File: src/rtl/rom_stream_reader_pkg.sv
// ---------------------------------------------------------------------------
// rom_stream_reader_pkg
// Purpose : shared definitions for the ROM stream reader slice. Holds the
//           default memory geometry, the read-buffer depth, and the burst
//           sequencer state encoding.
// Ports   : none (package)
// ---------------------------------------------------------------------------
package rom_stream_reader_pkg;

    localparam int DEF_ADDR_W = 4;
    localparam int DEF_DATA_W = 8;

    // Two entries cover the one-cycle memory latency plus one stalled byte,
    // which is exactly what a full-rate stream needs.
    localparam int FIFO_DEPTH = 2;

    typedef enum logic [1:0] {
        ST_IDLE  = 2'd0,
        ST_RUN   = 2'd1,
        ST_DRAIN = 2'd2
    } state_t;

endpackage : rom_stream_reader_pkg

File: src/rtl/rom_stream_reader_fifo2.sv
// ---------------------------------------------------------------------------
// rom_stream_fifo2
// Purpose : two-entry FIFO that catches bytes returning from the memory and
//           holds them until the stream consumer takes them.
// Ports   : Clock      - clock, all state on posedge
//           Reset_n    - asynchronous active-low reset
//           push       - write push_data at the next edge
//           push_data  - byte to store
//           pop        - drop the head entry at the next edge
//           head_data  - oldest stored byte (0 after reset)
//           not_empty  - at least one byte stored
//           count      - number of stored bytes, 0..2
// ---------------------------------------------------------------------------
module rom_stream_fifo2
    import rom_stream_reader_pkg::*;
#(
    parameter int DATA_W = DEF_DATA_W
) (
    input  logic              Clock,
    input  logic              Reset_n,
    input  logic              push,
    input  logic [DATA_W-1:0] push_data,
    input  logic              pop,
    output logic [DATA_W-1:0] head_data,
    output logic              not_empty,
    output logic [1:0]        count
);

    logic [DATA_W-1:0] slot [FIFO_DEPTH];
    logic              rd_ptr;
    logic              wr_ptr;
    logic              pop_ok;

    assign not_empty = (count != 2'd0);
    assign head_data = slot[rd_ptr];

    // A pop on an empty FIFO is ignored so the pointers can never slip.
    assign pop_ok = pop && not_empty;

    // Storage, pointers and occupancy. Storage is cleared on reset so the
    // stream data output reads 0 until the first byte lands.
    always_ff @(posedge Clock or negedge Reset_n) begin
        if (!Reset_n) begin
            slot[0] <= '0;
            slot[1] <= '0;
            rd_ptr  <= 1'b0;
            wr_ptr  <= 1'b0;
            count   <= 2'd0;
        end else begin
            if (push) begin
                slot[wr_ptr] <= push_data;
                wr_ptr       <= ~wr_ptr;
            end
            if (pop_ok) begin
                rd_ptr <= ~rd_ptr;
            end
            case ({push, pop_ok})
                2'b10:   count <= count + 2'd1;
                2'b01:   count <= count - 2'd1;
                default: count <= count;
            endcase
        end
    end

    // The issuing side only requests a read when a slot is guaranteed, so a
    // push into a full FIFO without a matching pop means the credit logic broke.
    overflow_check: assert property (
        @(posedge Clock) disable iff (!Reset_n)
        !(push && !pop_ok && (count == 2'(FIFO_DEPTH)))
    );

endmodule : rom_stream_fifo2

File: src/rtl/rom_stream_reader.sv
// ---------------------------------------------------------------------------
// rom_stream_reader
// Purpose : read-side burst sequencer for the 16x8 clocked memory. On Start it
//           walks Length consecutive addresses from Start_Addr (wrapping),
//           hides the memory's one-cycle read latency and presents the bytes
//           as a valid/ready stream with backpressure. Never writes memory.
// Ports   : Clock        - clock, all state on posedge
//           Reset_n      - asynchronous active-low reset
//           Start        - begin a burst (only looked at while idle)
//           Start_Addr   - first address of the burst
//           Length       - bytes to read; 0 = empty burst, above depth clamps
//           Busy         - burst in progress
//           Done         - one-cycle pulse when a burst finishes
//           Mem_Address  - memory address, follows the address counter
//           Mem_WE       - memory write enable, tied low
//           Mem_Data_Out - memory read data, one cycle after the address
//           Out_Data     - stream data
//           Out_Valid    - stream valid
//           Out_Ready    - stream ready from the consumer
// ---------------------------------------------------------------------------
module rom_stream_reader
    import rom_stream_reader_pkg::*;
#(
    parameter int ADDR_W = DEF_ADDR_W,
    parameter int DATA_W = DEF_DATA_W
) (
    input  logic              Clock,
    input  logic              Reset_n,
    input  logic              Start,
    input  logic [ADDR_W-1:0] Start_Addr,
    input  logic [ADDR_W:0]   Length,
    output logic              Busy,
    output logic              Done,
    output logic [ADDR_W-1:0] Mem_Address,
    output logic              Mem_WE,
    input  logic [DATA_W-1:0] Mem_Data_Out,
    output logic [DATA_W-1:0] Out_Data,
    output logic              Out_Valid,
    input  logic              Out_Ready
);

    localparam logic [ADDR_W:0] DEPTH_FULL = {1'b1, {ADDR_W{1'b0}}};

    state_t            state;
    state_t            state_next;
    logic [ADDR_W-1:0] addr;
    logic [ADDR_W:0]   remain;
    logic [ADDR_W:0]   len_clamped;
    logic              inflight;
    logic              done_q;
    logic              issue;
    logic              last_pop;
    logic              pop;
    logic              start_go;
    logic              start_empty;
    logic [1:0]        fifo_count;
    logic [2:0]        occupancy;

    assign len_clamped = (Length > DEPTH_FULL) ? DEPTH_FULL : Length;
    assign start_go    = (state == ST_IDLE) && Start && (len_clamped != '0);
    assign start_empty = (state == ST_IDLE) && Start && (len_clamped == '0);

    assign pop = Out_Valid && Out_Ready;

    // Bytes already committed to the FIFO: stored ones plus the read in
    // flight, minus the one leaving this cycle. A new read may only issue
    // when it is certain to find a free slot.
    assign occupancy = {1'b0, fifo_count} + {2'b00, inflight} - {2'b00, pop};

    assign Busy        = (state != ST_IDLE);
    assign Done        = done_q;
    assign Mem_Address = addr;
    assign Mem_WE      = 1'b0;

    // State register.
    always_ff @(posedge Clock or negedge Reset_n) begin
        if (!Reset_n) begin
            state <= ST_IDLE;
        end else begin
            state <= state_next;
        end
    end

    // Next state plus the per-cycle issue and end-of-burst decisions.
    // DRAIN ends only when the final byte is handed over: nothing in flight
    // and the FIFO holding just that one byte.
    always_comb begin
        state_next = state;
        issue      = 1'b0;
        last_pop   = 1'b0;
        case (state)
            ST_IDLE: begin
                if (start_go) begin
                    state_next = ST_RUN;
                end
            end
            ST_RUN: begin
                issue = (remain != '0) && (occupancy < 3'(FIFO_DEPTH));
                if (issue && (remain == (ADDR_W+1)'(1))) begin
                    state_next = ST_DRAIN;
                end
            end
            ST_DRAIN: begin
                last_pop = pop && !inflight && (fifo_count == 2'd1);
                if (last_pop) begin
                    state_next = ST_IDLE;
                end
            end
            default: begin
                state_next = ST_IDLE;
            end
        endcase
    end

    // Address/remaining counters, the in-flight flag that marks the memory
    // output as worth capturing next edge, and the Done pulse. Clearing the
    // in-flight flag on reset is what discards a read caught mid-burst.
    always_ff @(posedge Clock or negedge Reset_n) begin
        if (!Reset_n) begin
            addr     <= '0;
            remain   <= '0;
            inflight <= 1'b0;
            done_q   <= 1'b0;
        end else begin
            inflight <= issue;
            done_q   <= start_empty || last_pop;
            if (start_go) begin
                addr   <= Start_Addr;
                remain <= len_clamped;
            end else if (issue) begin
                addr   <= addr + 1'b1;
                remain <= remain - 1'b1;
            end
        end
    end

    rom_stream_fifo2 #(
        .DATA_W (DATA_W)
    ) u_fifo (
        .Clock     (Clock),
        .Reset_n   (Reset_n),
        .push      (inflight),
        .push_data (Mem_Data_Out),
        .pop       (pop),
        .head_data (Out_Data),
        .not_empty (Out_Valid),
        .count     (fifo_count)
    );

endmodule : rom_stream_reader

File: config.mk
export PLATFORM = sky130hd
export DESIGN_NAME = rom_stream_reader
export DESIGN_NICKNAME = d
export VERILOG_FILES = /design/src/rtl/rom_stream_reader_pkg.sv /design/src/rtl/rom_stream_reader_fifo2.sv /design/src/rtl/rom_stream_reader.sv
export SDC_FILE = /design/constraint.sdc
export NUM_CORES = 1
export LEC_CHECK = 0
export ABC_CLOCK_PERIOD_IN_PS = 3240
export CORE_MARGIN = 2
export CORE_UTILIZATION = 52
export CTS_BUF_LIST = sky130_fd_sc_hd__clkbuf_4
export CTS_CLUSTER_SIZE = 20
export DETAILED_ROUTE_END_ITERATION = 10
export GPL_TIMING_DRIVEN = 0
export HOLD_SLACK_MARGIN = 0.02
export PLACE_DENSITY = 0.82
export SYNTH_ARGS = -nofsm -noshare
export SYNTH_HDL_FRONTEND = slang
export SYNTH_SLANG_ARGS = --single-unit
File: constraint.sdc
create_clock -name Clock -period 3.24 [get_ports Clock]
set_input_delay 0.648 -clock Clock [delete_from_list [all_inputs] [get_ports Clock]]
set_output_delay 0.648 -clock Clock [all_outputs]
set_load 0.05 [all_outputs]
Word level (Yosys, flattened, before mapping) --
Cells that the tools add are included. W data, S select, Z words.
Storage, ports and cells: register bits 33, latch bits 0, RAM bits 0, ROM bits 0, bits of input ports 21, word-level logic and storage cells 73, memories 0
Operators by class: add/sub/neg operators 6, multipliers 0, div/mod/pow operators 0, order comparisons 5, equality and inequality tests 9, shift-type cells 0, multiplexer cells 18, bitwise gates (word level) 4, reductions and logical operators 21
Operators with widths (count):
- $mux W8 | 4
- $bwmux W16 | 1
- $mux W5 | 3
- $logic_and A1 B1 Y1 | 10
- $reduce_bool A5 Y1 | 2
- $demux W8 S1 | 1
- $mux W4 | 2
- $reduce_bool A2 Y1 | 4
- $eq A2 B1 Y1 const B | 3
- $mux W2 | 3
- $ne A2 B2 Y1 const B | 3
- $pmux W2 S3 | 1
- $eq A5 B1 Y1 const B | 1
- $gt A5 B5 Y1 const B | 1
- $logic_not A5 Y1 | 1
- $sub A5 B1 Y5 const B | 1
- $add A4 B1 Y4 const B | 1
- $eq A2 B2 Y1 const B | 2
- $ge A2 B2 Y1 const B | 2
- $not A1 Y2 | 2
- $pmux W2 S2 | 1
- $add A2 B1 Y3 | 1
- $lt A3 B2 Y1 const B | 1
- $reduce_and A3 Y1 | 1
- other kinds (9) | 11

Logic depth before layout (Yosys ltp) --
Gate-level depths: netlist of run 1.
word-level depth 8, depth in mapped cells 12, gate-level depth less buffers 11

By module --
From an unflattened synthesis of run 1, not the netlist that was laid out.
Second synthesis, totals: cell total of the unflattened synthesis 145, area total of the unflattened synthesis 1696.6 µm²
Modules (own cells, without submodules):
- rom_stream_fifo2 | times used 1, cells an instance 57, area an instance 872.1 µm², seq. area each 500.5 µm²
- rom_stream_reader | times used 1, cells an instance 88, area an instance 824.5 µm², seq. area each 325.3 µm²

Worst setup path before layout of run 1 --
Ideal clock, no wire load.
path type reg2reg, from register u_fifo.count[1], to register remain[3], setup time 82 ps, arrival time 2662 ps, required time 3158 ps, path slack 497 ps, cell stages (with the launch flop) 12, buffers on the path 1, cell sequence dfrtp_1 > inv_1 > ha_1 > nor2b_1 > ha_1 > nand2b_1 > fa_1 > xnor2_1 > nand4_1 > buf_4 > or3_1 > a31oi_1
On the way: word-level cells in the longest chain between the ends 7, elaborated cells on any way between the ends 8
Ends and longest elaborated chain:
- start: declaration | RTL line rom_stream_reader_fifo2.sv:26 | output logic [1:0] count
- start signal: assignment | RTL line rom_stream_reader_fifo2.sv:58 | 2'b10: count <= count + 2'd1;
- start signal: assignment | RTL line rom_stream_reader_fifo2.sv:59 | 2'b01: count <= count - 2'd1;
- start signal: assignment | RTL line rom_stream_reader_fifo2.sv:60 | default: count <= count;
- branches (longest 2 deep; another with $add A2 B1 Y3)
- $sub A3 B1 Y3 (*) | RTL line rom_stream_reader.sv:68 | assign occupancy = {1'b0, fifo_count} + {2'b00, inflight} - {2'b00, pop};
- $lt A3 B2 Y1 (*) | RTL line rom_stream_reader.sv:98 | issue = (remain != '0) && (occupancy < 3'(FIFO_DEPTH));
- $logic_and A1 B1 Y1 (*) | RTL line rom_stream_reader.sv:98
- $mux W1 (*) | RTL line rom_stream_reader.sv:91 | case (state)
- $reduce_bool A2 Y1 (no line) (*)
- end signal: assignment | RTL line rom_stream_reader.sv:129 | remain <= len_clamped;
- end signal: assignment | RTL line rom_stream_reader.sv:132 | remain <= remain - 1'b1;
- end: declaration | RTL line rom_stream_reader.sv:47 | logic [ADDR_W:0] remain;
Mark *: on every way between the ends. A chain may end at the register's enable or synchronous reset.

Worst setup path after layout of run 1 --
from input Out_Ready, to register remain[3]
On the way: word-level cells in the longest chain between the ends 6
Ends and longest elaborated chain:
- start: declaration | RTL line rom_stream_reader.sv:39 | input logic Out_Ready
- $logic_and A1 B1 Y1 | RTL line rom_stream_reader.sv:63 | assign pop = Out_Valid && Out_Ready;
- $sub A3 B1 Y3 | RTL line rom_stream_reader.sv:68
- $lt A3 B2 Y1 | RTL line rom_stream_reader.sv:98
- $logic_and A1 B1 Y1 | RTL line rom_stream_reader.sv:98
- $mux W1 | RTL line rom_stream_reader.sv:91
- $reduce_bool A2 Y1 (no line)
Every way passes these cells.

==> qor.txt, run 1 <==
status: complete, no violations
synth-to-layout area growth: 29.65%
post-CTS setup buffer count: 0
share of cells above drive strength 1: 20.21%
Worst Setup Start Kind: input port
clk_skew: 8.420 ps
CTS tree: yes
Detailed Place HPWL: 2.628 mm
EDFF count, synth: 0
sequential cell area: 825.8 um^2
die area: 3761 um^2
unrepaired setup endpoints after global routing: false
Crit-path slowest cell: clkdlybuf4s50_1
effective utilization at floorplan: 55.53%
Slew Limit Fails: 0
crit path cell chain: clkdlybuf4s50_1 > nor2b_4 > ha_1 > nand2b_1 > fa_1 > xnor2_1 > nand4_1 > buf_4 > or3_1 > a31oi_1
vias in the first global route: 1,322
# diodes: 0
flops & latches, synth: 33
DRT Wirelength: 3.549 mm
warnings from Yosys: 0
H-Tree Depth: 2
hold crit path type: reg2reg
core area: 3078 um^2
register area share after synthesis: 48.32%
first-pass GRT wire length: 5.664 mm
Fillers: 243
DR iter-0 viols: 42
drt via density: 5.477
Clock Latency Late Sink: 340 ps
cell leakage power: 0.9447 nW
antenna violations before repair: 0
Netlist cell types: 29
Worst-Margin Slew: 948.9 ps
area of the multi-input gates: 812.0 um^2
Port Buf Inserts: 35
Cells after Synth: 149
Tmin final: 2975 ps
fmax: 336.2 MHz
clk sinks: 33
Max Cap Viol: 0
synthesized area: 1709 um^2
syn nets: 179
Crit. End Element: register
number of top-level pins: 37
ys flop type: dfrtp_1
WP buf/inv: 2
final hold violation count: 0
GRT Total Usage: 20.97%
Total Nets Final: 222
most common cell after layout, fill and taps aside: clkdlybuf4s50_1
Post-synth ARST share: 100.0%
most frequent cells in the layout: clkdlybuf4s50_1 (35), dfrtp_1 (33), mux2_2 (24)
PD cells: 1175 nW/um^2
largest net degree at the start of global routing: 21
Data required, critical path: 3500 ps
family with the most delay on the worst path: simple AND/OR/NAND/NOR gates
overall die width: 61.33 um
worst rel slew slack: 36.54%
Max Buffers Root-to-Sink: 2
endpoints failing setup: 0
1st-pass router iterations: 4
clock root cell: clkbuf_4
CP max stage delay: 480 ps
crit path kind: in2reg
pre-CTS setup slack: -227.5 ps
Fin Setup TNS: 0 ps
total grt overflow: 0
number of remaining DRC errors: 0
row count: 20
placer congestion estimate: 0.8048
drt wl/cell: 14.97 um
Max rail drop VDD: 0.7956 mV
clock buffer count from CTS: 5
final period utilization: 91.81%
Antenna Nets Post-Route: 0
syn_area_per_cell: 11.47 um^2
post-route setup slack: 265.4 ps
worst path arrival time: 3240 ps
crit-path max FO: 10
die height: 61.33 um
Worst-path clk slew: 100 ps
via count: 1,298
synthesized netlist by cell type, types with 2 or more instances:
master | instances | area [um^2]
or3_1 | 5 | 31.28
ha_1 | 8 | 100.1
mux2_2 | 24 | 270.3
dfrtp_1 | 33 | 825.8
or4b_1 | 2 | 20.02
a31oi_1 | 4 | 25.02
nor2b_1 | 3 | 18.77
xor2_1 | 3 | 26.28
xnor2_1 | 5 | 43.79
buf_4 | 3 | 22.52
nand4_1 | 4 | 25.02
inv_1 | 14 | 52.55
o21ai_0 | 6 | 30.03
nand2_1 | 5 | 18.77
nor2_1 | 7 | 26.28
o211ai_1 | 2 | 15.01
a21oi_1 | 7 | 35.03
nand3_1 | 3 | 15.01
cell type report:
class / instances / share of cell area, %
plain buffers: 4 / 1.186
clock buffers: 6 / 2.033
clock inverters: 2 / 1.525
inverters: 14 / 2.372
multi-input cells: 98 / 36.65
flip-flops and latches: 33 / 37.27
well taps: 44 / 2.484
repair buffers: 36 / 16.49
logic make-up (layout without fill, tap and decap cells):
logic type | count (synthesis) | count (layout) | share of synthesized area, %
AND/OR/NAND/NOR | 34 | 34 | 11.42
multiplexers | 24 | 24 | 15.81
XOR/XNOR | 8 | 8 | 4.100
adder cells (fa/ha/maj) | 9 | 9 | 7.028
AO/OA/AOI/OAI | 22 | 22 | 8.491
flip-flops | 33 | 33 | 48.32
buffers and inverters | 18 | 62 | 4.612
other | 1 | 1 | 0.2194
where the power goes:
group	leakage (nW)	internal, mW	switching, mW	total [mW]
Clock	0.0433	0.169	0.140	0.309
Sequential	0.390	0.617	0.143	0.759
Combinational	0.511	0.652	0.884	1.54
flip-flops by register name, indices dropped and copies added (netlist names):
signal         count
u_fifo.count       2
u_fifo.wr_ptr      1
inflight           1
u_fifo.slot       16
state              2
Done               1
Mem_Address        4
remain             5
u_fifo.rd_ptr      1
stage by stage:
stage	std cells	util (%)	hold slack [ps]	power, mW	area (um^2)
after floorplan	149	-	352.4	1.855	1709
after global placement	228	68.70	464.0	2.216	2115
after detailed placement	229	69.19	456.6	2.299	2130
after CTS	237	71.75	467.4	2.618	2208
after global routing	237	71.99	513.5	2.773	2216
final	237	71.99	472.1	2.604	2216
metal layers:
metal	vias to the layer above	share of wire, %	global-route usage (%)
met3	7	4.9	4.412
met4	0	1.8	9.422
li1	608	-	-
met1	639	40	22.25
met2	44	54	39.51
met5	-	0	0
what timing repair did:
action                                  4_1_cts  5_1_grt
gates resized for setup                       0        2
hold buffers                                  0        0
endpoints found under the setup margin        0        7
worst reg2reg max path, stage by stage, from the launching register on:
cell and delay [ps]:
dfrtp_1 450, inv_1 110, ha_1 250, nor2b_4 180, ha_1 240, nand2b_1 160, fa_1 380, xnor2_1 260
nand4_1 160, buf_4 190, or3_1 350, a31oi_1 160
path summary, 6_finish.rpt:
kind	start	slack, ps	to	cells past startpoint
setup / recovery	Out_Ready	270	remain[3]	10
hold / removal	state[0]	470	Done	1
setup reg to reg	u_fifo.count[1]	270	remain[3]	11
hold reg to reg	state[0]	470	Done	1
max in group asynchronous	Reset_n	1790	remain[4]	2
min in group asynchronous	Reset_n	830	u_fifo.slot[3]	1
No activity file was read; power rests on OpenSTA's default activity.
==> run 2: changes to the inputs <==
--- a/config.mk
+++ b/config.mk
@@ -14,6 +14,7 @@
 export GPL_TIMING_DRIVEN = 0
 export HOLD_SLACK_MARGIN = 0.02
 export PLACE_DENSITY = 0.82
+export SLEW_MARGIN = 20
 export SYNTH_ARGS = -nofsm -noshare
 export SYNTH_HDL_FRONTEND = slang
 export SYNTH_SLANG_ARGS = --single-unit
==> run 2 against run 1 <==
Effect of this change:
- final cell count down 0.42%
- critical endpoint is now remain[2]
- core utilization shrank 1.6 points
- sequential share of layout area rose by 0.84 points
- critical path depth did not move
- non-clock buffer count is 1 lower
- critical path type unchanged
==> qor.txt, run 2 (synthesis gave the netlist of run 1 again) <==
worst reg2reg setup slack: 310 ps
Port Buf Inserts: 35
synth-to-layout area growth: 26.79%
pre-CTS setup slack: -190.7 ps
vias in the first global route: 1,261
total grt overflow: 0
largest net degree at the start of global routing: 34
Worst-Margin Slew: 740.6 ps
placer congestion estimate: 0.8048
CTS tree: yes
Total Power: 2.496 mW
number of top-level pins: 37
Max Buffers Root-to-Sink: 2
endpoints failing setup: 0
clock buffer count from CTS: 5
Tmin final: 2949 ps
worst rel slew slack: 50.63%
worst path arrival time: 3220 ps
DRT Wirelength: 3.298 mm
share of cells above drive strength 1: 20.83%
Total Nets Final: 221
Fin Hold WS: 362.6 ps
Data required, critical path: 3510 ps
number of remaining DRC errors: 0
Slew Limit Fails: 0
Crit. End Element: register
Largest register FFs: 16
antenna violations before repair: 0
overall die width: 61.33 um
die area: 3761 um^2
DR iter-0 viols: 47
drt wl/cell: 13.97 um
via count: 1,241
row count: 20
1st-pass router iterations: 4
hold crit path type: in2async
post-CTS resize count: 0
post-CTS setup buffer count: 0
GRT Total Usage: 20.12%
Worst Setup Start Kind: input port
core area: 3078 um^2
final hold violation count: 0
Max Cap Viol: 0
cell leakage power: 0.9207 nW
drt via density: 5.258
Worst-path clk slew: 110 ps
Most flops, register: u_fifo.slot
first-pass GRT wire length: 5.499 mm
crit path kind: in2reg
fmax: 339.1 MHz
most frequent cells in the layout: clkdlybuf4s50_1 (34), dfrtp_1 (33), mux2_2 (24)
sequential cell area: 825.8 um^2
Detailed Place HPWL: 2.501 mm
clock root cell: clkbuf_4
# diodes: 0
Clock Latency Late Sink: 340 ps
clk_skew: 7.358 ps
effective utilization at floorplan: 55.53%
Max rail drop VDD: 0.7337 mV
post-route setup slack: 291.2 ps
area of the multi-input gates: 807.0 um^2
die height: 61.33 um
most common cell after layout, fill and taps aside: clkdlybuf4s50_1
Post-CTS Hold Fix Bufs: 0
H-Tree Depth: 2
unrepaired setup endpoints after global routing: false
Fillers: 238
PD cells: 1152 nW/um^2
final period utilization: 91.01%
status: complete, no violations
clk sinks: 33
crit-path max FO: 10
Antenna Nets Post-Route: 0
[run 2: critical path, cell delays in order]
cell and delay, ps:
clkdlybuf4s50_1 470, nor2b_2 230, ha_1 260, nand2b_1 150
fa_1 380, xnor2_1 240, nand4_1 160, buf_4 190
or3_1 310, a31oi_1 180
[run 2: final cells by class]
class                           instances  area share [%]
Multi-Input combinational cell         98           37.24
Inverter                               14           2.425
Clock inverter                          3          0.8083
Tap cell                               44           2.540
Clock buffer                            5           1.732
Sequential cell                        33           38.11
Buffer                                  4           1.212
Timing Repair Buffer                   35           15.94
[run 2: metal layers]
metal  GRT usage [%]  vias up  part of all wire (%)
met5               0        -                     0
met4           5.471        0                  0.85
met3           6.092        3                   6.3
met2           36.47       39                    51
met1           23.04      591                    41
li1                -      608                     -
[run 2: path summary, 6_finish.rpt]
path / start / endpoint / cells past startpoint
min in group Clock: state[0] / Done / 1
hold / removal: Reset_n / u_fifo.slot[12] / 1
setup / recovery: Out_Ready / remain[2] / 10
setup reg to reg: u_fifo.count[1] / remain[2] / 11
max in group asynchronous: Reset_n / u_fifo.slot[0] / 1
hold reg to reg: state[0] / Done / 1
[run 2: power by group]
part | total, mW | internal, mW | switching (mW)
Sequential | 0.756 | 0.616 | 0.140
Combinational | 1.51 | 0.645 | 0.867
Clock | 0.227 | 0.0817 | 0.146
Total | 2.50 | 1.34 | 1.15
[run 2: metrics by stage]
stage               util, %  area, um^2  cells  setup TNS [ps]
floorplan                 -        1709    149               0
global placement      68.70        2115    228          -733.3
detailed placement    68.54        2110    228          -988.5
CTS                   70.33        2165    236               0
global route          70.41        2167    236               0
finish                70.41        2167    236               0
==> run 3: changes to the inputs <==
--- a/config.mk
+++ b/config.mk
@@ -17,4 +17,5 @@
 export SLEW_MARGIN = 20
 export SYNTH_ARGS = -nofsm -noshare
 export SYNTH_HDL_FRONTEND = slang
+export SYNTH_HIERARCHICAL = 1
 export SYNTH_SLANG_ARGS = --single-unit
==> run 3 against run 2 <==
Effect of this change:
- setup slack worse by 77 ps
- non-clock buffer count is 1 higher
- sequential power is 3.8% higher
- largest power group unchanged
- synthesized cell count is 2.7% lower
- via count is 2.6% higher
- hold slack worse by 3.1 ps
- first-iteration DRC count is 87% lower
- clock power is 34% higher
- clock skew is 2.9 ps lower
==> qor.txt, run 3 <==
endpoints failing setup: 0
Antenna Nets Post-Route: 0
Detailed Place HPWL: 2.525 mm
Max Buffers Root-to-Sink: 2
met3 usage: 6.303%
cell leakage power: 0.9294 nW
antenna violations before repair: 0
drt via density: 5.440
Final Core Density: 71.42%
# diodes: 0
clock root cell: clkbuf_4
via count: 1,273
largest net degree at the start of global routing: 34
pre-CTS setup slack: -122.7 ps
first-pass GRT wire length: 5.457 mm
GRT Total Usage: 20.17%
Worst-path clk slew: 100 ps
most frequent cell after synthesis: dfrtp_1
crit-path max FO: 5
Clock Latency Late Sink: 330 ps
Cells after Synth: 145
CP Depth: 10
Total Power: 2.632 mW
row count: 20
crit path kind: reg2reg
Worst setup endpoint: Mem_Address[3]
number of top-level pins: 37
H-Tree Depth: 2
Total Nets Final: 217
Post-CTS Hold Fix Bufs: 0
crit path cell chain: or2_1 > and2_1 > ha_1 > nand2b_1 > fa_1 > xnor2_2 > nand4b_1 > buf_4 > o31a_1 > a21oi_1
fmax: 330.4 MHz
cell type with the highest aggregate area in the netlist: dfrtp_1
Worst Setup Start Kind: register
1st-pass router iterations: 4
worst reg2reg setup slack: 210 ps
dpl cell area: 2097 um^2
Port Buf Inserts: 35
ys flop type: dfrtp_1
placer congestion estimate: 0.8352
most common cell after layout, fill and taps aside: clkdlybuf4s50_1
depth of the most critical reg-to-reg path: 10
drt wl/cell: 14.58 um
Data required, critical path: 3510 ps
r2r endpoint: Mem_Address[3]
synth-to-layout area growth: 29.57%
WP buf/inv: 1
register area share after synthesis: 48.67%
most frequent cells in the layout: clkdlybuf4s50_1 (34), dfrtp_1 (33), mux2_2 (24)
share of cells above drive strength 1: 24.74%
syn_area_per_cell: 11.70 um^2
Slew Limit Fails: 0
total grt overflow: 0
sequential cell area: 825.8 um^2
vias in the first global route: 1,277
GRT met1 Usage: 21.08%
core area: 3078 um^2
syn nets: 173
overall die width: 61.12 um
CP startpoint: u_fifo/count[1]
top cell type's share of synthesized area: 48.67%
warnings from Yosys: 6
post-route setup slack: 213.8 ps
area of the multi-input gates: 834.6 um^2
clk sinks: 33
family with the most delay on the worst path: simple AND/OR/NAND/NOR gates
Layout Cells excl Fill: 234
Fin Hold WS: 359.4 ps
top post-synthesis cells by count: dfrtp_1 (33), mux2_2 (24), nand2_1 (7), nor2_1 (7)
worst path arrival time: 3290 ps
Crit. End Element: register
Placed Cells: 224
Crit-path slowest cell: dfrtp_1
Max rail drop VDD: 0.5362 mV
final hold violation count: 0
effective utilization at floorplan: 55.12%
leading post-synthesis cells by cell area: dfrtp_1 (49%), mux2_2 (16%), ha_1 (4.4%)
post-route cell area: 2198 um^2
CTS tree: yes
hold crit path type: in2async
synthesized area: 1697 um^2
DR iter-0 viols: 6
Tmin final: 3026 ps
Max Cap Viol: 0
GR peak layer: met2
Fillers: 245
Fin Setup TNS: 0 ps
die height: 61.12 um
Netlist cell types: 43
number of remaining DRC errors: 0
RR Startpoint: u_fifo/count[1]
Post-synth ARST share: 100.0%
status: complete, no violations
clk_skew: 4.448 ps
die area: 3736 um^2
DRT Wirelength: 3.411 mm
flops & latches, synth: 33
EDFF count, synth: 0
worst rel slew slack: 52.29%
Worst-Margin Slew: 715.6 ps
final period utilization: 93.40%
clock buffer count from CTS: 5
Most flops, register: u_fifo/slot
PD cells: 1197 nW/um^2
unrepaired setup endpoints after global routing: false
Largest register FFs: 16
CP max stage delay: 480 ps
met2 Use GR: 37.69%
## run 3: cell families after synthesis
group                      count (synthesis)  synth area share (%)
xor gates and xnor gates                   8                 4.130
AOI/OAI and AO/OA                         22                 8.555
adders and majority gates                  7                 5.605
buffers and inverters                     10                 2.582
and+or+nand+nor                           38                 13.05
other                                      1                0.2210
muxes                                     26                 17.18
DFF                                       33                 48.67
## run 3: worst min-delay path by stage
stage                        start         endpoint  cells past startpoint
after global routing       Reset_n  u_fifo/slot[10]                      1
after floorplan            Reset_n             Done                      0
after CTS                  Reset_n  u_fifo/slot[10]                      1
after global placement    state[0]             Done                      1
final                      Reset_n  u_fifo/slot[10]                      1
after detailed placement  state[0]             Done                      1
## run 3: area by class of cell
type                    instances  share of cell area, %
clock buffers                   6                  2.049
repair buffers                 37                  16.39
plain buffers                   3                 0.7968
well taps                      44                  2.504
inverters                       7                  1.195
multi-input cells             102                  37.96
clock inverters                 2                  1.537
flip-flops and latches         33                  37.56
## run 3: metal layers
metal	up-vias	part of all wire (%)	wire length (um)
li1	606	-	-
met5	-	0	0
met3	9	6.2	212
met1	610	39	1324
met2	48	53	1823
met4	0	1.5	51
## run 3: timing repair
action,CTS,global route
setup buffers,0,2
setup endpoints to repair,0,2
gates resized for setup,0,1
## run 3: report_power, final
part	switching (mW)	leakage, nW	total [mW]	internal [mW]
sequential	0.169	0.394	0.785	0.616
clock	0.136	0.0433	0.305	0.169
combinational	0.871	0.492	1.54	0.672
total	1.18	0.929	2.63	1.46
